### config.mk
export PLATFORM = sky130hd
export DESIGN_NAME = bit_serial_subtractor
export DESIGN_NICKNAME = d
export VERILOG_FILES = /design/src/rtl/bit_serial_subtractor.sv
export SDC_FILE = /design/constraint.sdc
export NUM_CORES = 1
export LEC_CHECK = 0
export ABC_CLOCK_PERIOD_IN_PS = 6100
export CAP_MARGIN = 20
export CORE_MARGIN = 10
export CORE_UTILIZATION = 54
export DETAILED_ROUTE_END_ITERATION = 10
export GPL_TIMING_DRIVEN = 0
export PLACE_DENSITY = 0.93
export REMOVE_ABC_BUFFERS = 1
export SLEW_MARGIN = 20
export SYNTH_ARGS = -nofsm -noshare
export SYNTH_HDL_FRONTEND = slang
export SYNTH_SLANG_ARGS = --single-unit
### constraint.sdc
create_clock -name clock -period 6.1 [get_ports clock]
set_clock_uncertainty 0.15 [all_clocks]
set_input_delay 0.61 -clock clock [delete_from_list [all_inputs] [get_ports clock]]
set_output_delay 0.61 -clock clock [all_outputs]
set_load 0.005 [all_outputs]
### src/rtl/bit_serial_subtractor.sv
// Bit-serial subtract/negate unit: one difference bit per clock, LSB first,
// with a single borrow flip-flop; operands and results move over valid/ready.
module bit_serial_subtractor #(
   parameter int WIDTH = 32
) (
   input  logic             clock,
   input  logic             reset,
   input  logic             io_in_valid,
   output logic             io_in_ready,
   input  logic [WIDTH-1:0] io_in_minuend,
   input  logic [WIDTH-1:0] io_in_subtrahend,
   input  logic             io_in_negate,
   output logic             io_out_valid,
   input  logic             io_out_ready,
   output logic [WIDTH-1:0] io_out_diff,
   output logic             io_out_borrow,
   output logic             io_out_negative
);

   localparam int CW = (WIDTH > 2) ? $clog2(WIDTH) : 1;
   localparam logic [CW-1:0] LAST_COUNT = CW'(WIDTH - 1);

   typedef enum logic [1:0] {
      IDLE  = 2'd0,
      SHIFT = 2'd1,
      DONE  = 2'd2
   } state_t;

   state_t           state;
   state_t           state_next;
   logic [WIDTH-1:0] a_sr;
   logic [WIDTH-1:0] b_sr;
   logic [WIDTH-1:0] r_sr;
   logic             borrow;
   logic [CW-1:0]    count;

   logic             accept;
   logic             a0;
   logic             b0;
   logic             d;
   logic             borrow_next;

   assign accept      = io_in_valid && (state == IDLE);
   assign a0          = a_sr[0];
   assign b0          = b_sr[0];
   assign d           = a0 ^ b0 ^ borrow;
   assign borrow_next = (~a0 & b0) | (~a0 & borrow) | (b0 & borrow);

   // State register
   always_ff @(posedge clock or posedge reset) begin
      if (reset) begin
         state <= IDLE;
      end else begin
         state <= state_next;
      end
   end

   // Next-state logic
   always_comb begin
      state_next = state;
      case (state)
         IDLE:    if (io_in_valid) state_next = SHIFT;
         SHIFT:   if (count == LAST_COUNT) state_next = DONE;
         DONE:    if (io_out_ready) state_next = IDLE;
         default: state_next = IDLE;
      endcase
   end

   // Handshake outputs decoded from state
   always_comb begin
      io_in_ready  = 1'b0;
      io_out_valid = 1'b0;
      case (state)
         IDLE:    io_in_ready  = 1'b1;
         DONE:    io_out_valid = 1'b1;
         default: ;
      endcase
   end

   // Datapath: r_sr fills from the top, so after WIDTH shifts bit 0 holds the LSB
   always_ff @(posedge clock or posedge reset) begin
      if (reset) begin
         a_sr   <= '0;
         b_sr   <= '0;
         r_sr   <= '0;
         borrow <= 1'b0;
         count  <= '0;
      end else if (accept) begin
         a_sr   <= io_in_negate ? '0 : io_in_minuend;
         b_sr   <= io_in_subtrahend;
         r_sr   <= '0;
         borrow <= 1'b0;
         count  <= '0;
      end else if (state == SHIFT) begin
         a_sr   <= {1'b0, a_sr[WIDTH-1:1]};
         b_sr   <= {1'b0, b_sr[WIDTH-1:1]};
         r_sr   <= {d, r_sr[WIDTH-1:1]};
         borrow <= borrow_next;
         count  <= count + 1'b1;
      end
   end

   // Result registers are held after DONE until the next acceptance clears them
   assign io_out_diff     = r_sr;
   assign io_out_borrow   = borrow;
   assign io_out_negative = r_sr[WIDTH-1];

endmodule

==> results of run 1 <==
placed cells by master (no fill, tap or decap), types with 3 or more instances in the layout:
master,Yosys,routed
inv_6,0,3
a21oi_1,33,33
a22o_1,34,34
clkdlybuf4s50_1,0,103
o21ai_0,35,35
and3b_1,31,31
dfrtp_1,104,102
inv_1,37,36
nand2_1,39,39
a222oi_1,31,31
buf_16,0,4
clkbuf_8,0,10
layer usage:
layer	routed length, µm	GRT usage	vias to the layer above	part of all wire
li1	-	-	1636	-
met1	4500	0.207	1714	0.43
met2	5160	0.267	123	0.49
met3	691	0.0413	13	0.066
met4	131	0.0488	0	0.012
met5	0	0	-	0
worst paths after layout:
kind	end	slack, ps	start	cells past startpoint
worst max-delay path	io_out_valid	3320	state[1]$_DFFE_PP0P_	3
worst min-delay path	b_sr[19]$_DFFE_PP0P_	340	b_sr[19]$_DFFE_PP0P_	2
worst max register to register	io_out_diff[14]$_DFFE_PP0P_	4000	state[0]$_DFFE_PP0P_	3
worst min register to register	b_sr[19]$_DFFE_PP0P_	340	b_sr[19]$_DFFE_PP0P_	2
max in group asynchronous	state[1]$_DFFE_PP0P_	4670	reset	3
min in group asynchronous	io_out_diff[10]$_DFFE_PP0P_	460	reset	2
layout make-up:
type | count | area [µm²] | area share
timing repair buffer | 112 | 1200 | 0.206
clock inverter | 6 | 75.1 | 0.0128
multi-input combinational | 222 | 1560 | 0.266
sequential | 104 | 2610 | 0.445
clock buffer | 10 | 138 | 0.0235
inverter | 37 | 144 | 0.0246
tap | 105 | 131 | 0.0224
cells by family after synthesis:
| kind of cell | synth area share |
|---|---|
| compound gates | 0.216 |
| fa+ha+maj | 0.00994 |
| buf+inv | 0.0881 |
| flops | 0.574 |
| mux | 0.00442 |
| simple gates | 0.107 |
registers in the layout (all words and copies together), names as in the netlist:
register and flops:
a_sr 32, b_sr 32, count 5, io_out_borrow 1
io_out_diff 32, state 2
power groups by stage:
stage / Sequential (W) / Combinational, W / Clock [W]
finish: 0.00116 / 0.000889 / 0.000453
global route: 0.00120 / 0.000985 / 0.000489
CTS: 0.00116 / 0.000905 / 0.000461
detailed placement: 0.00117 / 0.000903 / 0
global placement: 0.00116 / 0.000795 / 0
floorplan: 0.00113 / 0.000455 / 0
Yosys cell counts, drive strengths merged, types with 2 or more instances:
cell type / count
o21ai: 35
nor2: 2
ha: 2
nor2b: 2
nand2: 39
nand3: 2
a22o: 34
and3b: 31
a222oi: 31
mux2i: 2
buf: 29
inv: 37
dfrtp: 104
clkbuf: 10
a21oi: 33
worst reg2reg max path: cells and delay by family (launching register included):
family / cells / cell delay (ps)
flops: 1 / 710
buf+inv: 1 / 300
simple gates: 1 / 680
compound gates: 1 / 200
metrics by stage:
stage	util	worst slack, ps
final	0.716	3320
after global routing	0.716	3120
after CTS	0.717	2860
after detailed placement	0.691	2930
after global placement	0.666	-1340
after floorplan	-	981
==> results.json, run 1 <==
{
  "seq_power_share": 0.463,
  "dp.cells": 580,
  "leakagePower_nw": 2.89,
  "status": "finished clean",
  "synth_area_um2": 4530,
  "p_per_area_nw_per_um2": 427,
  "cts.sinks": 104,
  "fillerInstances": 580,
  "slew_headroom": 0.551,
  "start_util": 0.554,
  "ys_ff_latch": 104,
  "ys_seq_area_frac": 0.574,
  "ys.flop_type": "dfrtp_1",
  "design_area_um2": 5850,
  "core_um2": 8180,
  "die_h_um": 112,
  "routedWlPerCell_um": 17.6,
  "ys_async_sr_fraction": 1.00,
  "setup_viol": 0,
  "ctsLongestPathBuffers": 2,
  "cts_buffers": 9,
  "cts-htree-levels": 3,
  "synth_top_area_share": 0.574,
  "setup_tns_ps": 0,
  "grt_setup_unrepaired": "no",
  "cts_tree": "done",
  "grt_start_max_net_pins": 68,
  "stdcell_count": 596,
  "worstPathCellList": "inv_1, nor2_1, clkdlybuf4s50_1",
  "path_clk_slew_ps": 100,
  "syn_to_final_growth_pct": 29.2,
  "place_area_um2": 5650,
  "worst_setup_path_start_kind": "flip-flop",
  "postCtsSetupBuffers": 0,
  "vias": 3486,
  "overflow": 0,
  "p_clk_frac": 0.181,
  "worstMarginPinSlew_ps": 673,
  "firstDrtPassIters": 9,
  "holdWs_ps": 341,
  "insertion_delay_ps": 370,
  "combPwrFrac": 0.356,
  "routed_wl_um": 10500,
  "yosys.area.top_type": "dfrtp_1",
  "cts-root-buf": "clkbuf_8",
  "min_period_ps": 2780,
  "synth_edf_count": 0,
  "grt_usage": 0.163,
  "antenna_found_initial": 0,
  "cp_slowest_cell": "dfrtp_2",
  "drtIter0Drc": 349,
  "worstHoldPathType": "flip-flop to flip-flop",
  "hold_viol": 0,
  "vias_per_cell": 5.85,
  "io_pins": 105,
  "grt_pass1_wl_um": 17300,
  "synthCells": 402,
  "cts_hold_buf": 0,
  "path_buf_inv": 2,
  "synth_warnings": 0,
  "dp_hpwl_um": 7430,
  "ant_nets": 0,
  "place_congestion": 0.704,
  "final_nets": 558,
  "cp.arrival_ps": 2020,
  "post-route-period-util": 0.456,
  "die_area_um2": 12500,
  "io_buffers": 104,
  "die_w_um": 112,
  "cpLargestDelayFamily": "flip-flops",
  "switching_share": 0.325,
  "crit_type": "flip-flop to primary output",
  "cp.required_ps": 5340,
  "max-cap-violations": 0,
  "ir_worst_vdd_mv": 0.207,
  "total_power_w": 0.00250,
  "row_count": 33,
  "drc_errors": 0,
  "p_int_w": 0.00169,
  "timing.fmax_mhz": 359,
  "drive_gt1_frac": 0.0631,
  "crit_path_end_kind": "primary output",
  "n_antenna_cell": 0,
  "slew_viol_final": 0,
  "cts_resized": 0,
  "critPathMaxFanout": 39,
  "grt_pass1_vias": 3427,
  "yosysUniqueCellTypes": 27,
  "synth_area_per_cell_um2": 11.3,
  "power.switching_w": 0.000812,
  "max_stage_delay_ps": 790,
  "ys_top_cells_by_area": "dfrtp_1, a222oi_1, a22o_1"
}
Note: power is estimated with default switching activity, not from simulation.
==> run 2: changes to the inputs <==
--- a/config.mk
+++ b/config.mk
@@ -5,13 +5,13 @@
 export SDC_FILE = /design/constraint.sdc
 export NUM_CORES = 1
 export LEC_CHECK = 0
-export ABC_CLOCK_PERIOD_IN_PS = 6100
+export ABC_CLOCK_PERIOD_IN_PS = 2400
 export CAP_MARGIN = 20
 export CORE_MARGIN = 10
-export CORE_UTILIZATION = 54
+export CORE_UTILIZATION = 45
 export DETAILED_ROUTE_END_ITERATION = 10
 export GPL_TIMING_DRIVEN = 0
-export PLACE_DENSITY = 0.93
+export PLACE_DENSITY = 0.84
 export REMOVE_ABC_BUFFERS = 1
 export SLEW_MARGIN = 20
 export SYNTH_ARGS = -nofsm -noshare
==> constraint.sdc (replaced) <==
create_clock -name clock -period 2.4 [get_ports clock]
set_clock_uncertainty 0.15 [all_clocks]
set_input_delay 0.24 -clock clock [delete_from_list [all_inputs] [get_ports clock]]
set_output_delay 0.24 -clock clock [all_outputs]
set_load 0.005 [all_outputs]
==> run 2 against run 1 <==
First-iteration DRC count down 10%. Routed wire length up 0.49%. Clock power up 150%. Largest power group unchanged. Count of clock-buffer cells in the layout unchanged.
==> results.json, run 2 (same netlist as run 1, synthesis figures left out) <==
{
  "grt_setup_unrepaired": "no",
  "cts.sinks": 104,
  "cp.arrival_ps": 1850,
  "setup_viol": 0,
  "grt_use_met1": 0.183,
  "final_cell_mix": "clkdlybuf4s50_1, dfrtp_1, nand2_1",
  "die_area_um2": 14500,
  "worstMarginPinSlew_ps": 704,
  "grt_start_max_net_pins": 61,
  "die_h_um": 120,
  "critPathMaxFanout": 51,
  "grt_usage": 0.142,
  "syn_to_final_growth_pct": 30.7,
  "slew_headroom": 0.528,
  "top_usage_layer": "met2",
  "vias_per_cell": 5.49,
  "min_period_ps": 2240,
  "io_pins": 105,
  "p_int_w": 0.00431,
  "cts_buffers": 9,
  "cts_hold_buf": 0,
  "timing.fmax_mhz": 447,
  "path_clk_slew_ps": 100,
  "final_nets": 559,
  "p_per_area_nw_per_um2": 1080,
  "ant_nets": 0,
  "row_count": 36,
  "final_core_util": 0.606,
  "use_met3": 0.0321,
  "routedWlPerCell_um": 16.9,
  "insertion_delay_ps": 350,
  "routed_wl_um": 10500,
  "grt_pass1_wl_um": 17400,
  "switching_share": 0.323,
  "drive_gt1_frac": 0.0630,
  "firstDrtPassIters": 7,
  "power.switching_w": 0.00206,
  "slew_viol_final": 0,
  "final_common_cell": "clkdlybuf4s50_1",
  "ctsLongestPathBuffers": 2,
  "core_um2": 9770,
  "stdcell_count": 625,
  "hold_viol": 0,
  "status": "finished clean",
  "io_buffers": 104,
  "start_util": 0.464,
  "ir_worst_vdd_mv": 0.406,
  "n_antenna_cell": 0,
  "use_met2": 0.235,
  "post-route-period-util": 0.932,
  "total_power_w": 0.00636,
  "vias": 3431,
  "cts_tree": "done",
  "crit_path_end_kind": "primary output",
  "drc_errors": 0,
  "max-cap-violations": 0,
  "place_congestion": 0.745,
  "seq_power_share": 0.460,
  "dp.cells": 608,
  "antenna_found_initial": 0,
  "grt_pass1_vias": 3507,
  "worstHoldPathType": "input pin to asynchronous set/reset pin",
  "combPwrFrac": 0.366,
  "overflow": 0,
  "cts-htree-levels": 3,
  "leakagePower_nw": 2.90,
  "die_w_um": 120,
  "cp.required_ps": 2010,
  "drtIter0Drc": 313,
  "crit_type": "flip-flop to primary output",
  "dp_hpwl_um": 7470,
  "cts-root-buf": "clkbuf_8",
  "worst_setup_path_start_kind": "flip-flop",
  "p_clk_frac": 0.174
}
==> run 2: cell types whose count changed in the layout (fill, tap and decap cells not counted), sizes merged <==
| cell | delta |
|---|---|
| buf | +1 |
| clkinv | +1 |
| inv | -1 |
==> run 2: cell type report <==
cell class              count  area [µm²]
fillers                   819        3850
flip-flops and latches    104        2610
clock inverters             6        77.6
well taps                 133         166
clock buffers              10         128
inverters                  37         144
repair buffers            113        1240
multi-input cells         222        1560
==> run 2: stage by stage <==
stage          hold slack (ps)  cell area, µm²  setup TNS, ps  setup WS [ps]
3_5_place_dp               320            5700         -35420           -570
4_1_cts                    128            5910              0            101
2_1_floorplan              176            4270        -338210          -2720
3_3_place_gp               313            5480        -687950          -4820
5_1_grt                    141            5920              0           56.7
6_report                   124            5920              0            164
==> run 2: power groups by stage <==
stage / clock [W] / combinational [W] / sequential, W
floorplan: 0 / 0.00116 / 0.00288
global placement: 0 / 0.00205 / 0.00296
detailed placement: 0 / 0.00236 / 0.00296
CTS: 0.00115 / 0.00237 / 0.00293
global route: 0.00123 / 0.00260 / 0.00303
finish: 0.00111 / 0.00233 / 0.00293
==> run 2: worst paths after layout <==
kind / startpoint / end / slack (ps) / cells after the start
setup / recovery: state[0]$_DFFE_PP0P_ / io_in_ready / 160 / 3
hold / removal: reset / b_sr[8]$_DFFE_PP0P_ / 120 / 2
setup reg to reg: state[0]$_DFFE_PP0P_ / a_sr[3]$_DFFE_PP0P_ / 340 / 4
hold reg to reg: b_sr[6]$_DFFE_PP0P_ / b_sr[6]$_DFFE_PP0P_ / 340 / 2
max in group asynchronous: reset / count[1]$_DFFE_PP0P_ / 1360 / 3
min in group clock: io_in_minuend[4] / a_sr[4]$_DFFE_PP0P_ / 330 / 3
==> run 2: layer usage <==
metal,wire length [µm],share of wire,vias up
li1,-,-,1625
met1,4690,0.45,1700
met2,5280,0.50,97
met3,436,0.041,9
met4,125,0.012,0
met5,0,0,-
==> run 2: repair_timing <==
| action | CTS | global route |
|---|---|---|
| endpoints found under the setup margin | 21 | 1 |
| buffers inserted | 0 | 1 |
| resized for setup | 3 | 0 |
==> run 2: critical path, cell delays in order, from the launching register on <==
cell             delay, ps
dfrtp_2                600
buf_12                 260
nor2_1                 110
clkdlybuf4s50_1        510
==> run 3: changes to the inputs <==
--- a/config.mk
+++ b/config.mk
@@ -9,6 +9,7 @@
 export CAP_MARGIN = 20
 export CORE_MARGIN = 10
 export CORE_UTILIZATION = 45
+export CTS_CLUSTER_SIZE = 16
 export DETAILED_ROUTE_END_ITERATION = 10
 export GPL_TIMING_DRIVEN = 0
 export PLACE_DENSITY = 0.84
==> results of run 3 <==
Same layout as run 2: the final DEF is identical, and so are final timing and power.
